--- src/rtl/elpis_host_pkg.sv ---
// elpis_host_pkg: register offsets, STAT bit positions, FSM states and byte-merge helper for wb_host_bridge.
package elpis_host_pkg;
  localparam logic [7:0] OFF_CTRL  = 8'h00;
  localparam logic [7:0] OFF_ADDR  = 8'h01;
  localparam logic [7:0] OFF_DATA  = 8'h02;
  localparam logic [7:0] OFF_STAT  = 8'h03;
  localparam logic [7:0] OFF_PRINT = 8'h04;
  localparam logic [7:0] OFF_INPUT = 8'h05;
  localparam int STAT_PV   = 0;
  localparam int STAT_OVF  = 1;
  localparam int STAT_IN   = 2;
  localparam int STAT_BUSY = 3;
  typedef enum logic [1:0] {ST_IDLE, ST_ACK, ST_WAIT} state_e;
  function automatic logic [31:0] byte_merge(input logic [31:0] o, input logic [31:0] n, input logic [3:0] sel);
    return {sel[3] ? n[31:24] : o[31:24], sel[2] ? n[23:16] : o[23:16],
            sel[1] ? n[15:8] : o[15:8], sel[0] ? n[7:0] : o[7:0]};
  endfunction
endpackage

--- src/rtl/host_print_latch.sv ---
// host_print_latch: captures print words, tracks valid/overflow, cleared by a PRINT read.
module host_print_latch (
  input  logic        clk,
  input  logic        rst_n,
  input  logic [31:0] data_i,
  input  logic        valid_i,
  input  logic        clr_i,
  output logic [31:0] data_o,
  output logic        valid_o,
  output logic        ovf_o
);
  logic [31:0] data_q;
  logic        valid_q, ovf_q;
  // A word arriving with the clearing read survives it; overflow only counts uncleared words.
  always_ff @(posedge clk or negedge rst_n) begin
    if (!rst_n) begin
      data_q  <= '0;
      valid_q <= 1'b0;
      ovf_q   <= 1'b0;
    end else begin
      if (valid_i) data_q <= data_i;
      valid_q <= valid_i | (valid_q & ~clr_i);
      ovf_q   <= ~clr_i & (ovf_q | (valid_i & valid_q));
    end
  end
  assign data_o  = data_q;
  assign valid_o = valid_q;
  assign ovf_o   = ovf_q;
endmodule

--- src/rtl/wb_host_bridge.sv ---
// wb_host_bridge: Wishbone classic slave giving firmware control of core load, reset, print and input paths.
module wb_host_bridge
  import elpis_host_pkg::*;
#(
  parameter logic [31:0] BASE_ADDR = 32'h3000_0000,
  parameter int          ADDR_W    = 20
) (
  input  logic              clk,
  input  logic              rst_n,
  input  logic              wbs_cyc_i,
  input  logic              wbs_stb_i,
  input  logic              wbs_we_i,
  input  logic [3:0]        wbs_sel_i,
  input  logic [31:0]       wbs_adr_i,
  input  logic [31:0]       wbs_dat_i,
  output logic              wbs_ack_o,
  output logic [31:0]       wbs_dat_o,
  output logic              load_mode_o,
  output logic              core_reset_o,
  output logic [ADDR_W-1:0] load_addr_o,
  output logic [31:0]       load_data_o,
  output logic              load_valid_o,
  input  logic              load_ready_i,
  input  logic [31:0]       print_data_i,
  input  logic              print_valid_i,
  output logic [31:0]       in_data_o,
  output logic              in_valid_o,
  input  logic              in_ready_i
);
  state_e              state_q;
  logic                ack_q, load_valid_q, in_valid_q;
  logic [1:0]          ctrl_q;
  logic [ADDR_W-1:0]   addr_q;
  logic [31:0]         dat_q, load_data_q, in_data_q, rdata, p_data;
  logic [3:0]          stat;
  logic [7:0]          off;
  logic                req, full, p_valid, p_ovf, p_clr;
  assign off  = wbs_adr_i[7:0] >> 2;
  assign req  = wbs_cyc_i & wbs_stb_i & ~ack_q & (wbs_adr_i[31:8] == BASE_ADDR[31:8]);
  assign full = wbs_sel_i == 4'hF;
  assign p_clr = (state_q == ST_IDLE) & req & ~wbs_we_i & (off == OFF_PRINT);
  host_print_latch u_print (
    .clk(clk), .rst_n(rst_n), .data_i(print_data_i), .valid_i(print_valid_i),
    .clr_i(p_clr), .data_o(p_data), .valid_o(p_valid), .ovf_o(p_ovf)
  );
  always_comb begin
    stat = '0;
    stat[STAT_PV]   = p_valid;
    stat[STAT_OVF]  = p_ovf;
    stat[STAT_IN]   = in_valid_q;
    stat[STAT_BUSY] = load_valid_q;
    rdata = off == OFF_CTRL  ? {30'd0, ctrl_q} :
            off == OFF_ADDR  ? 32'(addr_q) :
            off == OFF_STAT  ? {28'd0, stat} :
            off == OFF_PRINT ? p_data : '0;
  end
  // Ack is raised on leaving ACK, so it is seen the cycle after; the ~ack_q term in req blocks a re-trigger.
  always_ff @(posedge clk or negedge rst_n) begin
    if (!rst_n) begin
      state_q      <= ST_IDLE;
      ack_q        <= 1'b0;
      dat_q        <= '0;
      ctrl_q       <= 2'b10;
      addr_q       <= '0;
      load_data_q  <= '0;
      load_valid_q <= 1'b0;
      in_data_q    <= '0;
      in_valid_q   <= 1'b0;
    end else begin
      if (in_ready_i) in_valid_q <= 1'b0;
      case (state_q)
        ST_IDLE: begin
          ack_q <= 1'b0;
          dat_q <= '0;
          if (req) begin
            state_q <= ST_ACK;
            if (!wbs_we_i) dat_q <= rdata;
            else begin
              if (off == OFF_CTRL && wbs_sel_i[0]) ctrl_q <= wbs_dat_i[1:0];
              if (off == OFF_ADDR) addr_q <= ADDR_W'(byte_merge(32'(addr_q), wbs_dat_i, wbs_sel_i));
              if (off == OFF_INPUT && full) begin
                in_data_q  <= wbs_dat_i;
                in_valid_q <= 1'b1;
              end
              if (off == OFF_DATA && full) begin
                load_data_q  <= wbs_dat_i;
                load_valid_q <= 1'b1;
                state_q      <= ST_WAIT;
              end
            end
          end
        end
        ST_ACK: begin
          ack_q   <= 1'b1;
          state_q <= ST_IDLE;
        end
        ST_WAIT: if (load_ready_i) begin
          load_valid_q <= 1'b0;
          addr_q       <= addr_q + ADDR_W'(1);
          state_q      <= wbs_cyc_i ? ST_ACK : ST_IDLE;
        end
        default: state_q <= ST_IDLE;
      endcase
    end
  end
  assign wbs_ack_o    = ack_q;
  assign wbs_dat_o    = dat_q;
  assign load_mode_o  = ctrl_q[0];
  assign core_reset_o = ctrl_q[1];
  assign load_addr_o  = addr_q;
  assign load_data_o  = load_data_q;
  assign load_valid_o = load_valid_q;
  assign in_data_o    = in_data_q;
  assign in_valid_o   = in_valid_q;
endmodule

--- config.mk ---
export PLATFORM = sky130hd
export DESIGN_NAME = wb_host_bridge
export DESIGN_NICKNAME = d
export VERILOG_FILES = /design/src/rtl/elpis_host_pkg.sv /design/src/rtl/host_print_latch.sv /design/src/rtl/wb_host_bridge.sv
export SDC_FILE = /design/constraint.sdc
export NUM_CORES = 1
export LEC_CHECK = 0
export BUFFER_PORTS_ARGS = -buffer_cell sky130_fd_sc_hd__buf_2
export CAP_MARGIN = 25
export CORE_MARGIN = 1
export CORE_UTILIZATION = 53
export CTS_BUF_LIST = sky130_fd_sc_hd__clkbuf_8
export DETAILED_ROUTE_END_ITERATION = 6
export PLACE_DENSITY = 0.79
export SYNTH_ARGS = -nofsm -noshare
export SYNTH_HDL_FRONTEND = slang
export SYNTH_SLANG_ARGS = --single-unit
export TNS_END_PERCENT = 1
--- constraint.sdc ---
create_clock -name clk -period 2.53 [get_ports clk]
set_clock_uncertainty 0.15 [all_clocks]
set_input_delay 0.506 -clock clk [delete_from_list [all_inputs] [get_ports clk]]
set_output_delay 0.506 -clock clk [all_outputs]
set_load 0.05 [all_outputs]
# After elaboration in Yosys (flattened, before gate mapping)
# Index checks and enable logic that the tools add are counted.
dict set report word_totals {
  romBits 0
  in_bits 108
  memories 0
  latch_bits 0
  register_bits 157
  ram_bits 0
}
dict set report op_classes {
  reduce_logical 15
  n_lt_le_gt_ge 0
  muxes 31
  add_sub_neg 1
  shift 0
  eq_ne 17
  div_mod_pow 0
  mul 0
  n_bitwise 14
}
# cell n
set op_table {}
lappend op_table {{2-to-1 mux 32 bit} 6}
lappend op_table {{2-to-1 mux 20 bit} 4}
lappend op_table {{one-hot mux 20 bit (2 select lines)} 1}
lappend op_table {{equality test 24 x 22 -> 1 bit (second input constant)} 1}
lappend op_table {{adder 20 x 1 -> 20 bit (second input constant)} 1}
lappend op_table {{AND reduction 6 bit} 3}
lappend op_table {{2-to-1 mux 8 bit} 2}
lappend op_table {{equality test 6 x 2 -> 1 bit (second input constant)} 2}
lappend op_table {{equality test 6 x 3 -> 1 bit (second input constant)} 2}
lappend op_table {{inequality test 2 bit (second input constant)} 6}
lappend op_table {{AND reduction 4 bit} 3}
lappend op_table {{2-to-1 mux 1 bit} 10}
lappend op_table {{bitwise AND 1 bit} 9}
lappend op_table {{zero test 8 bit} 1}
lappend op_table {{2-to-1 mux 2 bit} 4}
lappend op_table {{equality test 6 x 1 -> 1 bit (second input constant)} 1}
lappend op_table {{AND reduction 5 bit} 1}
lappend op_table {{equality test 4 bit (second input constant)} 1}
lappend op_table {{2-to-1 mux 4 bit} 1}
lappend op_table {{inequality test 2 x 1 -> 1 bit (second input constant)} 2}
lappend op_table {{one-hot mux 1 bit (2 select lines)} 2}
lappend op_table {{one-hot mux 2 bit (2 select lines)} 1}
lappend op_table {{nonzero test 2 bit} 2}
lappend op_table {{logical AND 1 bit} 3}
lappend op_table {{6 further kinds} 9}

# Depth between registers and ports, before layout
dict set report logic_depth {
  ltp_word 9
  mapped_depth 8
}

# Hierarchy
# Synthesis repeated with hierarchy kept, for this count alone.
dict set report unflattened {
  hier_cells 544
  area_unflattened_um2 7003.0
}
# module cells_each seq_area_each_um2 instances area_per_inst_um2
set modules_own_cells {}
lappend modules_own_cells {wb_host_bridge 470 3079.2 1 5595.4}
lappend modules_own_cells {host_print_latch 74 850.8 1 1407.6}

# Worst setup path before layout
# Ideal clock, no wire load.
dict set report synth_path {
  path_type {reg2reg}
  startpoint {register addr_q[0], in the netlist load_addr_o[0]}
  endpoint {register addr_q[12], in the netlist load_addr_o[12]}
  slack_ns -0.051
  arrival_time_ns 2.310
  path_buffers 0
  t_required_ns 2.259
  setup_ns 0.121
  path_stages_with_launch 7
  path_cell_list {dfrtp_1 -> ha_1 -> nand3_1 -> nor4_1 -> o211ai_1 -> a21o_1 -> a22o_1}
}
dict set report synth_via {
  elab_chain_len 3
}
# element line_no
set synth_lines {}
lappend synth_lines {{from (decl)} wb_host_bridge.sv:33} ;# logic [ADDR_W-1:0] addr_q;
lappend synth_lines {{from (signal assigned)} wb_host_bridge.sv:80} ;# if (off == OFF_ADDR) addr_q <= ADDR_W'(byte_merge(32'(addr_q), wbs_dat_i, wbs_sel_i));
lappend synth_lines {{from (signal assigned)} wb_host_bridge.sv:99} ;# addr_q <= addr_q + ADDR_W'(1);
lappend synth_lines {{adder 20 x 1 -> 20 bit} wb_host_bridge.sv:99}
lappend synth_lines {{2-to-1 mux 20 bit} wb_host_bridge.sv:97} ;# ST_WAIT: if (load_ready_i) begin
lappend synth_lines {{one-hot mux 20 bit (2 select lines)} wb_host_bridge.sv:71} ;# case (state_q)
# Every way passes these cells. The select of a mux whose other input is x is not followed.
# A chain may end at the register's enable or synchronous reset.

# Final worst setup path
dict set report layout_path {
  startpoint {register ack_q, in the netlist wbs_ack_o}
  endpoint {register in_data_q[10], in the netlist in_data_o[10]}
}
dict set report layout_via {
  elab_chain_len 4
}
# element line_no
set layout_lines {}
lappend layout_lines {{from (decl)} wb_host_bridge.sv:31} ;# logic ack_q, load_valid_q, in_valid_q;
lappend layout_lines {{from (signal assigned)} wb_host_bridge.sv:61} ;# ack_q <= 1'b0;
lappend layout_lines {{from (signal assigned)} wb_host_bridge.sv:73} ;# ack_q <= 1'b0;
lappend layout_lines {{from (signal assigned)} wb_host_bridge.sv:94} ;# ack_q <= 1'b1;
lappend layout_lines {{NOT 1 bit} wb_host_bridge.sv:39} ;# assign req = wbs_cyc_i & wbs_stb_i & ~ack_q & (wbs_adr_i[31:8] == BASE_ADDR[31:8]);
lappend layout_lines {{bitwise AND 1 bit (2 in a row)} wb_host_bridge.sv:39}
lappend layout_lines {{AND reduction 4 bit (no source line)} n/a}
lappend layout_lines {{to (signal assigned)} wb_host_bridge.sv:82} ;# in_data_q <= wbs_dat_i;
lappend layout_lines {{to (decl)} wb_host_bridge.sv:34} ;# logic [31:0] dat_q, load_data_q, in_data_q, rdata, p_data;
# Every way passes these cells.

==> flow_summary.ini <==
[sta]
finalSetupViolations = 0
finalHoldViolations = 0
relSlewSlack_pct = 48.76
tightestPinTransition_ns = 0.7686
rsz0062_at_grt = false
period_share_pct = 96.89
timing.fmax_mhz = 408.0
finalCriticalPeriod_ns = 2.451
drv_slew = 0

[run]
maxCapViolCount = 0

[setup_path]
path_max_fanout = 17
crit_path_end_kind = flip-flop
reg2regPathDepth = 7
path_class = reg2reg
cp-start-kind = flip-flop
cp_data_required_time_ns = 2.70
arrival_ns = 2.63

[synthesis]
synth_nets = 663
yosysSeqAreaShare_pct = 56.29
synth_compound_area_share_pct = 11.86
ys_types = 65
async_flop_share_pct = 100.0
syn_avg_cell_area_um2 = 12.60
synth_area_um2 = 6982
synthSimpleGateAreaFrac_pct = 10.82
yosysTopAreaCellShare_pct = 55.91
synth_most_common_cell = dfrtp_1
synth_edf_count = 0
synthCells = 554
synth_top_family_by_area = multiplexers
yosysTopAreaCell = dfrtp_1
synth_xor_area_share_pct = 0
synthAdderAreaFrac_pct = 0.1792
ys.flop_type = dfrtp_1
synth_common_cells = dfrtp_1, mux2_2, nand2_1
synth.area.mux_share_pct = 17.74
synth_seq_cells = 157
ys_top_cells_by_area = dfrtp_1, mux2_2, mux2_4
yosysWarnings = 0

[pwr]
swShare_pct = 26.49
p_int_uw = 3449
power_frac_comb_pct = 11.6
p_switching_uw = 1243
power_density_nw_per_um2 = 531.8
power.total_uw = 4691
leakage_uw = 0.004674
power_frac_seq_pct = 56.9
vdd_ir_drop_max_v = 0.0003880
clkPwrFrac_pct = 31.5

[floorplan]
ioPinCount = 229
initial_core_util_pct = 54.88
die-area_um2 = 13640
core-area_um2 = 12720
rows = 41
dieWidth_um = 116.8
die_h_um = 116.8

[routing]
wl_per_cell_um = 18.63
dr.pass1.iters = 5
drt_iter0_markers = 383
viasPerCell = 5.726
wirelength_mm = 18.30
drc = 0
ant_nets = 0
vias = 5623

[global_routing]
grtUsageTotal_pct = 27.50
antenna_found_initial = 1
grt_pass1_wl_mm = 28.15
globalRouteOverflowTotal = 0
grt_max_degree = 57
grt_pass1_vias = 5641

[run_status]
status = finished, final reports clean

[final_layout]
fillCellCount = 1027
fin_util_pct = 69.34
syn2layout_area_growth_pct = 26.34
layout.nets = 910
drive_gt1_share_pct = 49.32

[cts]
cts_tree = done
cts.htree.levels = 4
clkSlewWorstSetupHoldPaths_ns = 0.07
insertion_delay_ns = 0.44
numCtsBuffers = 17
clockBufferDepth = 2
root_buffer = clkbuf_8
cts.sinks = 157

[placement]
portBuffers = 226
gp_congestion = 0.8933
dpl.hpwl_mm = 13.29

[worst_hold_path]
hold_path_class = in2reg
hold_depth = 2
==> per-layer routing <==
| metal | up-vias | part of all wire (%) | GRT usage [%] |
|---|---|---|---|
| met4 | 0 | 2.4 | 11.31 |
| met2 | 265 | 49 | 45.80 |
| li1 | 2549 | - | - |
| met5 | - | 0 | 0 |
| met3 | 41 | 7.7 | 7.570 |
| met1 | 2768 | 41 | 34.00 |
==> path summary, 6_finish.rpt <==
path	to	start	slack, ns
min in group asynchronous	u_print.data_o[13]$_DFFE_PN0P_	rst_n	0.45
min	u_print.data_o[30]$_DFFE_PN0P_	print_data_i[30]	0.14
max	in_data_o[10]$_DFFE_PN0P_	wbs_ack_o$_DFFE_PN0P_	0.08
min reg2reg	wbs_dat_o[16]$_DFFE_PN0P_	wbs_dat_o[16]$_DFFE_PN0P_	0.33
max in group asynchronous	wbs_dat_o[29]$_DFFE_PN0P_	rst_n	1.00
max reg2reg	in_data_o[10]$_DFFE_PN0P_	wbs_ack_o$_DFFE_PN0P_	0.08
==> worst max-delay path: stages (launching register included) <==
cell and delay (ns):
dfrtp_1 0.44, nor4bb_2 0.37, and4_1 0.34, nand2_2 0.10, nor4_4 0.21, buf_4 0.19, buf_12 0.17, mux2_2 0.36
==> sequential cells by signal (all words and copies together), names as in the netlist <==
| name | cells |
|---|---|
| ctrl_q | 2 |
| in_data_o | 32 |
| in_valid_o | 1 |
| load_addr_o | 20 |
| load_data_o | 32 |
| load_valid_o | 1 |
| state_q | 2 |
| u_print.data_o | 32 |
| u_print.ovf_o | 1 |
| u_print.valid_o | 1 |
| wbs_ack_o | 1 |
| wbs_dat_o | 32 |
==> power by group through the flow <==
stage / combinational (uW) / sequential, uW / clock [uW]
finish: 545 / 2670 / 1480
global route: 587 / 2680 / 1610
CTS: 547 / 2670 / 1510
detailed placement: 544 / 2720 / 0
global placement: 529 / 2710 / 0
floorplan: 153 / 2830 / 0
==> cell families after synthesis <==
| logic type | Yosys count |
|---|---|
| flip-flops | 157 |
| AND/OR/NAND/NOR | 134 |
| AO/OA/AOI/OAI | 119 |
| multiplexers | 101 |
| buffers and inverters | 42 |
| adder cells (fa/ha/maj) | 1 |
==> layout by cell type, fill, tap and decap left out, types with 3 or more instances in the layout <==
cell type	synthesis	routed
mux2_4	28	28
o21ai_0	30	30
a31oi_1	8	8
nand4_1	3	3
nand2_1	41	41
nor2_1	24	24
buf_4	1	30
buf_2	7	225
a22o_1	13	13
or4_1	5	5
nand3_1	10	10
and2_1	3	3
o221a_2	6	6
nor4_1	6	5
mux2_2	69	69
inv_1	7	12
and4_1	5	5
dfrtp_1	156	156
and3_1	5	5
a211oi_1	4	4
mux2i_1	3	3
a22oi_1	18	18
buf_12	0	5
clkbuf_8	0	18
a21oi_1	15	15
clkinv_2	0	4
o22ai_1	4	4
nor3_1	10	10
==> final cells by class <==
cell class | count | area [um2] | share of cell area [%]
sequential | 157 | 3930 | 44.55
inverter | 7 | 26.28 | 0.2979
multi-input combinational | 355 | 2863 | 32.45
antenna | 1 | 2.502 | 0.02837
clock buffer | 18 | 247.7 | 2.809
tap | 172 | 215.2 | 2.440
timing repair buffer | 263 | 1498 | 16.98
clock inverter | 9 | 38.79 | 0.4397
==> stage by stage <==
| stage | hold WS [ns] | instances | TNS (ns) | setup WS, ns | instance area, um2 |
|---|---|---|---|---|---|
| floorplan | 0.06041 | 554 | -1.317 | -0.04613 | 6988 |
| global placement | 0.3090 | 951 | -5.394 | -0.1406 | 8483 |
| detailed placement | 0.3158 | 951 | -7.972 | -0.1791 | 8483 |
| CTS | 0.1162 | 979 | 0 | 0.03010 | 8786 |
| global route | 0.1254 | 982 | 0 | 0.03116 | 8821 |
| finish | 0.1438 | 982 | 0 | 0.07880 | 8821 |
==> what timing repair did <==
item	4_1_cts	5_1_grt
setup endpoints to repair	6	32
hold buffers	1	0
pin swaps	0	1
gates cloned	0	1
resized for setup	1	0
setup buffers	0	1
endpoints found under the hold margin	52	0
Power figures use the tool's default switching activity.
